$ cat src/rtl/data_mover_sched_if.sv
// ---------------------------------------------------------------------------
// data_mover_sched_if
//   Bundles the scheduler's requester-side and mover-side signals.
//
//   Requester side : i_req, i_num_cnt, i_timeout  -> scheduler
//                    o_ack, o_done, o_err, o_busy, o_owner <- scheduler
//   Mover side     : o_run, o_num_cnt             -> mover i_run/i_num_cnt
//                    i_idle, i_done               <- mover o_idle/o_done
//
//   modport slave  : the scheduler's view.
//   modport master : the environment's view (host control plus mover).
// ---------------------------------------------------------------------------
interface data_mover_sched_if #(
  parameter int IDW    = 2,
  parameter int AWIDTH = 12,
  parameter int TW     = 16
);
  localparam int NUM_REQ = 1 << IDW;

  // requester side
  logic [NUM_REQ-1:0]        i_req;
  logic [NUM_REQ*AWIDTH-1:0] i_num_cnt;
  logic [TW-1:0]             i_timeout;
  logic [NUM_REQ-1:0]        o_ack;
  logic [NUM_REQ-1:0]        o_done;
  logic [NUM_REQ-1:0]        o_err;
  logic                      o_busy;
  logic [IDW-1:0]            o_owner;

  // mover side
  logic                      o_run;
  logic [AWIDTH-1:0]         o_num_cnt;
  logic                      i_idle;
  logic                      i_done;

  modport slave (
    input  i_req, i_num_cnt, i_timeout, i_idle, i_done,
    output o_ack, o_done, o_err, o_busy, o_owner, o_run, o_num_cnt
  );

  modport master (
    output i_req, i_num_cnt, i_timeout, i_idle, i_done,
    input  o_ack, o_done, o_err, o_busy, o_owner, o_run, o_num_cnt
  );
endinterface

$ cat src/rtl/data_mover_sched.sv
// ---------------------------------------------------------------------------
// data_mover_sched
//   Round-robin scheduler sharing one BRAM copy engine among NUM_REQ
//   requesters. A winner's count is latched, the mover is kicked with a
//   one-cycle run pulse, and the scheduler waits for the mover's done. A
//   watchdog reports a stuck transfer through o_err and then drains until the
//   mover settles, since the mover itself cannot be aborted.
//
// Ports:
//   clk    - rising-edge clock
//   reset  - asynchronous, active-high
//   bus    - data_mover_sched_if.slave
//            i_req/i_num_cnt/i_timeout : requests, packed counts, watchdog
//            o_ack/o_done/o_err        : one-hot single-cycle pulses
//            o_busy/o_owner            : status
//            o_run/o_num_cnt           : to the mover
//            i_idle/i_done             : from the mover
//
// Timing: o_ack is asserted in the IDLE cycle that makes the grant, so o_run
// (decoded from LAUNCH) follows one cycle later. o_err is asserted in the WAIT
// cycle where the watchdog expires; o_done is decoded from FIN, the cycle
// after the mover's done.
// ---------------------------------------------------------------------------
module data_mover_sched #(
  parameter int IDW    = 2,
  parameter int AWIDTH = 12,
  parameter int TW     = 16
) (
  input  logic               clk,
  input  logic               reset,
  data_mover_sched_if.slave  bus
);
  localparam int NUM_REQ = 1 << IDW;

  localparam logic [2:0] S_IDLE   = 3'd0;
  localparam logic [2:0] S_LAUNCH = 3'd1;
  localparam logic [2:0] S_WAIT   = 3'd2;
  localparam logic [2:0] S_FIN    = 3'd3;
  localparam logic [2:0] S_DRAIN  = 3'd4;

  logic [2:0]        state;
  logic [IDW-1:0]    last;     // most recently served requester
  logic [IDW-1:0]    owner;
  logic [AWIDTH-1:0] cnt;
  logic [TW-1:0]     wd;

  logic [IDW-1:0]    win;
  logic              win_vld;
  logic [IDW-1:0]    cand;
  logic [AWIDTH-1:0] win_cnt;
  logic              grant;
  logic              wd_hit;

  // Round-robin search starting just after the last served id. The IDW-bit
  // sum wraps naturally, giving the modulo-NUM_REQ order; i == NUM_REQ
  // lands back on 'last' itself, which is lowest priority.
  always_comb begin
    win     = '0;
    win_vld = 1'b0;
    cand    = '0;
    for (int i = 1; i <= NUM_REQ; i++) begin
      cand = last + IDW'(i);
      if (!win_vld && bus.i_req[cand]) begin
        win     = cand;
        win_vld = 1'b1;
      end
    end
  end

  assign win_cnt = bus.i_num_cnt[int'(win)*AWIDTH +: AWIDTH];
  assign grant   = (state == S_IDLE) && bus.i_idle && win_vld;

  // Watchdog expiry; a zero limit disables it.
  assign wd_hit  = (bus.i_timeout != '0) && (wd == bus.i_timeout - TW'(1));

  always_ff @(posedge clk or posedge reset) begin
    if (reset) begin
      state <= S_IDLE;
      last  <= IDW'(NUM_REQ - 1);
      owner <= '0;
      cnt   <= '0;
      wd    <= '0;
    end else begin
      case (state)
        S_IDLE: begin
          if (grant) begin
            owner <= win;
            cnt   <= win_cnt;
            // A zero count would make the mover run a full 2**AWIDTH
            // transfer, so it is completed without touching the mover.
            state <= (win_cnt == '0) ? S_FIN : S_LAUNCH;
          end
        end
        S_LAUNCH: begin
          wd    <= '0;
          state <= S_WAIT;
        end
        S_WAIT: begin
          if (wd != '1) wd <= wd + TW'(1);
          if (bus.i_done)  state <= S_FIN;
          else if (wd_hit) state <= S_DRAIN;
        end
        S_FIN: begin
          last  <= owner;
          state <= S_IDLE;
        end
        S_DRAIN: begin
          // Timed-out transfer is never reported done; just wait for the
          // mover to settle before arbitrating again.
          if (bus.i_done || bus.i_idle) begin
            last  <= owner;
            state <= S_IDLE;
          end
        end
        default: state <= S_IDLE;
      endcase
    end
  end

  // o_ack is gated by reset so the combinational grant path cannot leak out
  // while the block is held in reset.
  assign bus.o_ack     = (grant && !reset) ? (NUM_REQ'(1) << win) : '0;
  // i_done wins over a same-cycle watchdog expiry.
  assign bus.o_err     = (state == S_WAIT && !bus.i_done && wd_hit)
                         ? (NUM_REQ'(1) << owner) : '0;
  assign bus.o_done    = (state == S_FIN) ? (NUM_REQ'(1) << owner) : '0;
  assign bus.o_run     = (state == S_LAUNCH);
  assign bus.o_busy    = (state != S_IDLE);
  assign bus.o_owner   = owner;
  assign bus.o_num_cnt = cnt;

endmodule

$ cat src/flat_wrapper.sv
// flat-port wrapper written by rule: the top's interface ports become plain ports
module data_mover_sched_flat 
#(
  parameter int IDW    = 2,
  parameter int AWIDTH = 12,
  parameter int TW     = 16
)
  (clk, reset, bus_i_req, bus_i_num_cnt, bus_i_timeout, bus_i_idle, bus_i_done, bus_o_ack, bus_o_done, bus_o_err, bus_o_busy, bus_o_owner, bus_o_run, bus_o_num_cnt);
  data_mover_sched_if #(.IDW(IDW), .AWIDTH(AWIDTH), .TW(TW)) bus_i ();
  input  logic clk;
  input  logic reset;
  input wire logic [$bits(bus_i.i_req)-1:0] bus_i_req;
  input wire logic [$bits(bus_i.i_num_cnt)-1:0] bus_i_num_cnt;
  input wire logic [$bits(bus_i.i_timeout)-1:0] bus_i_timeout;
  input wire logic [$bits(bus_i.i_idle)-1:0] bus_i_idle;
  input wire logic [$bits(bus_i.i_done)-1:0] bus_i_done;
  output wire logic [$bits(bus_i.o_ack)-1:0] bus_o_ack;
  output wire logic [$bits(bus_i.o_done)-1:0] bus_o_done;
  output wire logic [$bits(bus_i.o_err)-1:0] bus_o_err;
  output wire logic [$bits(bus_i.o_busy)-1:0] bus_o_busy;
  output wire logic [$bits(bus_i.o_owner)-1:0] bus_o_owner;
  output wire logic [$bits(bus_i.o_run)-1:0] bus_o_run;
  output wire logic [$bits(bus_i.o_num_cnt)-1:0] bus_o_num_cnt;
  assign bus_i.i_req = bus_i_req;
  assign bus_i.i_num_cnt = bus_i_num_cnt;
  assign bus_i.i_timeout = bus_i_timeout;
  assign bus_i.i_idle = bus_i_idle;
  assign bus_i.i_done = bus_i_done;
  assign bus_o_ack = bus_i.o_ack;
  assign bus_o_done = bus_i.o_done;
  assign bus_o_err = bus_i.o_err;
  assign bus_o_busy = bus_i.o_busy;
  assign bus_o_owner = bus_i.o_owner;
  assign bus_o_run = bus_i.o_run;
  assign bus_o_num_cnt = bus_i.o_num_cnt;
  data_mover_sched #(.IDW(IDW), .AWIDTH(AWIDTH), .TW(TW)) u_core (.clk(clk), .reset(reset), .bus(bus_i));
endmodule
$ cat config.mk
export PLATFORM = sky130hd
export DESIGN_NAME = data_mover_sched_flat
export DESIGN_NICKNAME = d
export VERILOG_FILES = /design/src/rtl/data_mover_sched_if.sv /design/src/rtl/data_mover_sched.sv /design/src/flat_wrapper.sv
export SDC_FILE = /design/constraint.sdc
export NUM_CORES = 1
export LEC_CHECK = 0
export BUFFER_PORTS_ARGS = -buffer_cell sky130_fd_sc_hd__buf_4
export CORE_MARGIN = 5
export CORE_UTILIZATION = 50
export CTS_CLUSTER_DIAMETER = 80
export DETAILED_ROUTE_END_ITERATION = 10
export PLACE_DENSITY = 0.81
export SLEW_MARGIN = 10
export SYNTH_ARGS = -nofsm -noshare
export SYNTH_HDL_FRONTEND = slang
export SYNTH_SLANG_ARGS = --single-unit
$ cat constraint.sdc
create_clock -name clk -period 4 [get_ports clk]
set_clock_uncertainty 0.15 [all_clocks]
set_input_delay 0.8 -clock clk [delete_from_list [all_inputs] [get_ports clk]]
set_output_delay 0.8 -clock clk [all_outputs]
set_load 0.02 [all_outputs]
Word-level counts from Yosys, hierarchy flattened
Cells that the tools add are included.
Operators by class
  reduce and logical (&&, ||, !) cells: 25
  multiply operators: 1
  multiplexer cells: 29
  equal/unequal tests: 10
  add/subtract/negate cells: 5
  order comparisons: 4
  shift operators: 3
Operators with widths (number)
  indexed part select 48 x 32 -> 12 bit: 1
  one-hot mux 16 bit (2 select lines): 1
  adder 16 x 1 -> 16 bit (second input constant): 1
  == test 16 bit: 1
  two-way mux 16 bit: 1
  != test 16 bit (second input constant): 1
  nonzero test 16 bit: 1
  subtractor 16 x 1 -> 16 bit (second input constant): 1
  zero test 12 bit: 1
  less-than comparator 2 x 3 -> 1 bit (second input constant): 4
  two-way mux 2 bit: 6
  two-way mux 3 bit: 4
  two-way mux 4 bit: 3
  one-hot mux 3 bit (4 select lines): 1
  logical AND 1 bit: 9
  binary-select mux 1 bit (select 2 bit): 4
  two-way mux 1 bit: 8
  left shift 1 x 2 -> 4 bit (first input constant): 2
  == test 3 x 2 -> 1 bit (second input constant): 2
  != test 2 x 1 -> 1 bit (second input constant): 3
  AND reduction 2 bit: 3
  zero test 1 bit: 5
  adder 2 bit (second input constant): 2
  multiplier 2 x 2 -> 4 bit (second input constant): 1
  other kinds (10): 11
Word-level totals
  output and inout port bits: 28
  word-level logic and storage cells: 82
  register bits after elaboration: 35

Longest topological paths before layout
  depth after elaboration: 19
  mapped depth: 10
  depth with buffers taken out: 10

Least setup slack after synthesis
OpenSTA, ideal clock, no wires.
  path type: input-to-output
  start point: in bus_i_timeout[0]
  end point: out bus_o_err[1]
  required time: 3050 ps
  buffers on the path: 0
  cell stages on the path: 10
  slack: -110 ps
  data arrival time: 3160 ps
  cell sequence: inv_1 -> ha_1 -> or4b_1 -> or4_1 -> o211ai_1 -> o21ai_1 -> o21a_1 -> nor4_2 -> nand3_1 -> nor2_1
Between the ends
  cells in the longest elaborated chain, start to end: 5
  elaborated cells on any way between the ends: 6
  those cells by class: add/sub: 1; eq/ne: 1; mux: 1; reduce/logical: 3
Ends and longest elaborated chain
  start, declared: RTL line flat_wrapper.sv:14  | input wire logic [$bits(bus_i.i_timeout)-1:0] bus_i_timeout;
  subtractor 16 x 1 -> 16 bit: RTL line data_mover_sched.sv:74  | assign wd_hit = (bus.i_timeout != '0) && (wd == bus.i_timeout - TW'(1));
  == test 16 bit: RTL line data_mover_sched.sv:74
  logical AND 1 bit (*): RTL line data_mover_sched.sv:74
  logical AND 1 bit (*): RTL line data_mover_sched.sv:124  | assign bus.o_err = (state == S_WAIT && !bus.i_done && wd_hit)
  two-way mux 4 bit (*): RTL line data_mover_sched.sv:125  | ? (NUM_REQ'(1) << owner) : '0;
  end, declared: RTL line flat_wrapper.sv:19  | output wire logic [$bits(bus_i.o_err)-1:0] bus_o_err;
Mark *: on every way between the ends. The rest lies on a longest branch, timed or not.

Worst setup path in the final report
  start point: in bus_i_timeout[3]
  end point: out bus_o_err[1]
Same word-level chain as after synthesis.

==> metrics.yaml <==
logic_synthesis:
  ys_warn_count: 0
  synth_seq_area_share_pct: 31.8
  syn_area_um2: 2760
  ys_types: 42
  syn_area_per_cell_um2: 8.29
  synth_area_leader_cell: "dfrtp_1"
  syn_inst: 333
  async_reset_ff_share_pct: 100
  synth_edf_count: 0
  netlist_top_cells_count: "nor2_1 (42), nand2_1 (35), dfrtp_1 (33), o21ai_0 (23), mux2i_1 (22)"
  synth_area_leaders: "dfrtp_1 (30%), mux2i_1 (8.0%), mux2_2 (6.1%)"
  ys_ff_latch: 35
  yosysTopAreaCellShare_pct: 29.9
  syn_nets: 408
  ys.flop_type: "dfrtp_1"
  yosysMostFrequentCell: "nor2_1"
worst_setup_path:
  end_kind: "output port"
  cp.arrival_ps: 3240
  critPathRequiredTime_ps: 3050
  cp_max_fo: 8
  r2r_cells: 9
  crit_path_start_kind: "input port"
  path_class: "in -> out"
sta:
  layout_min_cycle_time_ps: 4190
  finalWorstSetupSlack_ps: -194
  finalMaxSlewViolations: 0
  slew_headroom_pct: 47.2
  period_share_pct: 105
  worst_hold_slack_ps: 330
  finalHoldViolCount: 0
  setup_violations: 4
  tightest_slew_ps: 789
  rsz0062_at_grt: "true"
  clock.fmax_mhz: 238
die:
  dieArea_um2: 7110
  die_w_um: 84.3
  coreArea_um2: 5440
  die_h_um: 84.3
  initial_utilization_pct: 50.7
  ios: 100
  rows: 27
clocking:
  cts_root_buf: "clkbuf_8"
  cts_max_path_buffers: 2
  cts_hold_buf: 0
  clkTransAtPathRegs_ps: 60
  clock-sinks: 35
  htreeDepth: 2
  numCtsBuffers: 5
  cts_tree: "done"
  clk_latency_ps: 280
run_status:
  violations: "negative setup slack"
  status: "finished with violations"
routing:
  dr.pass1.iters: 4
  drtIter0Drc: 149
  ant_nets: 0
  drt-total-wl_mm: 7.95
  drt-wirelength-per-cell_um: 15.3
  vias: 2864
  via_per_inst: 5.51
  drc_errors: 0
pwr:
  power_density_nw_per_um2: 462
  vdd_drop_max_mv: 0.358
  leakagePower_nw: 1.81
  design_power_total_w: 0.00183
layout:
  nets: 522
  syn_to_final_growth_pct: 43.7
  antenna-diode-count: 0
  fin_util_pct: 72.9
  drive_gt1_share_pct: 38.8
min_path:
  hold_depth: 2
  min_path_type: "reg -> reg"
global_routing:
  grt_overflow_total: 0
  grt_pass1_vias: 2909
  grt_max_degree: 36
  grt_pass1_wl_mm: 13.1
  antenna_found_initial: 0
  grt_usage_pct: 22.0
job:
  cap_violations: 0
place:
  place_ws_ps: -299
  globalplace.congestion: 0.850
  hpwl_mm: 6.38
  port_buffers: 99
-- sequential cells by signal, summed over array words and instances, names as in the netlist --
register	count
u_core.bus.o_num_cnt	12
u_core.state	3
u_core.wd	16
u_core.bus.o_owner	2
u_core.last	2
-- stage by stage --
step	cells	setup TNS, ps	instance area [um^2]
5_1_grt	520	-1140	3970
2_1_floorplan	333	-46.6	2840
3_5_place_dp	509	-1060	3770
6_report	520	-668	3970
3_3_place_gp	509	-905	3770
4_1_cts	520	-558	3950
-- final cells by class --
class / count / area (um^2)
sequential: 35 / 878
multi-input combinational: 272 / 1900
inverter: 9 / 38.8
clock inverter: 1 / 5.00
timing repair buffer: 124 / 968
fill: 409 / 1470
clock buffer: 7 / 86.3
tap: 72 / 90.1
-- cell usage in the layout, fill, tap and decap left out, types with 12 or more instances in the layout --
cell type	n
xor2_1	18
nor2_1	38
dfrtp_1	33
nand2_1	35
xnor2_1	17
nor3_1	12
buf_4	115
mux2_2	15
mux2i_1	22
o21ai_0	23
-- power by group --
| part | internal, W | switching (W) |
|---|---|---|
| sequential | 0.000463 | 0.000127 |
| clock | 0.000139 | 0.000119 |
| combinational | 0.000453 | 0.000532 |
-- worst paths after layout --
path | startpoint | to | slack, ps
min reg2reg | u_core.bus.o_num_cnt[6] | u_core.bus.o_num_cnt[6] | 330
max | bus_i_timeout[3] | bus_o_err[1] | -190
min | u_core.bus.o_num_cnt[6] | u_core.bus.o_num_cnt[6] | 330
max reg2reg | u_core.last[0] | u_core.state[1] | 1170
max in group asynchronous | reset | u_core.last[1] | 2860
min in group asynchronous | reset | u_core.bus.o_owner[0] | 480
-- metal layers --
metal  global-route usage (%)  wire length, um
met4                     6.73              181
met2                     39.1             4010
met1                     25.6             3160
met5                        0                0
met3                     6.38              604
-- kinds of logic after synthesis --
family / synth area share [%]
compound gates: 9.88
mux: 14.1
flops: 31.8
xor+xnor: 11.4
fa+ha+maj: 1.36
buf+inv: 3.67
simple gates: 27.7
-- repair_timing --
| action | in CTS | in global routing |
|---|---|---|
| buffers inserted | 3 | 0 |
| cloned | 0 | 0 |
| endpoints found under the setup margin | 4 | 4 |
| resized for setup | 16 | 4 |
| pin swaps | 4 | 8 |
-- worst max-delay path, stage by stage --
cell      delay [ps]
buf_4            150
or4_1            620
nor2_2           180
buf_4            140
a221oi_1          80
a21oi_1          170
nand4_1          220
nor4_4           340
nand3_2          160
buf_6            180
nor2_4            80
buf_6            120
(Power assumes the default switching activity.)
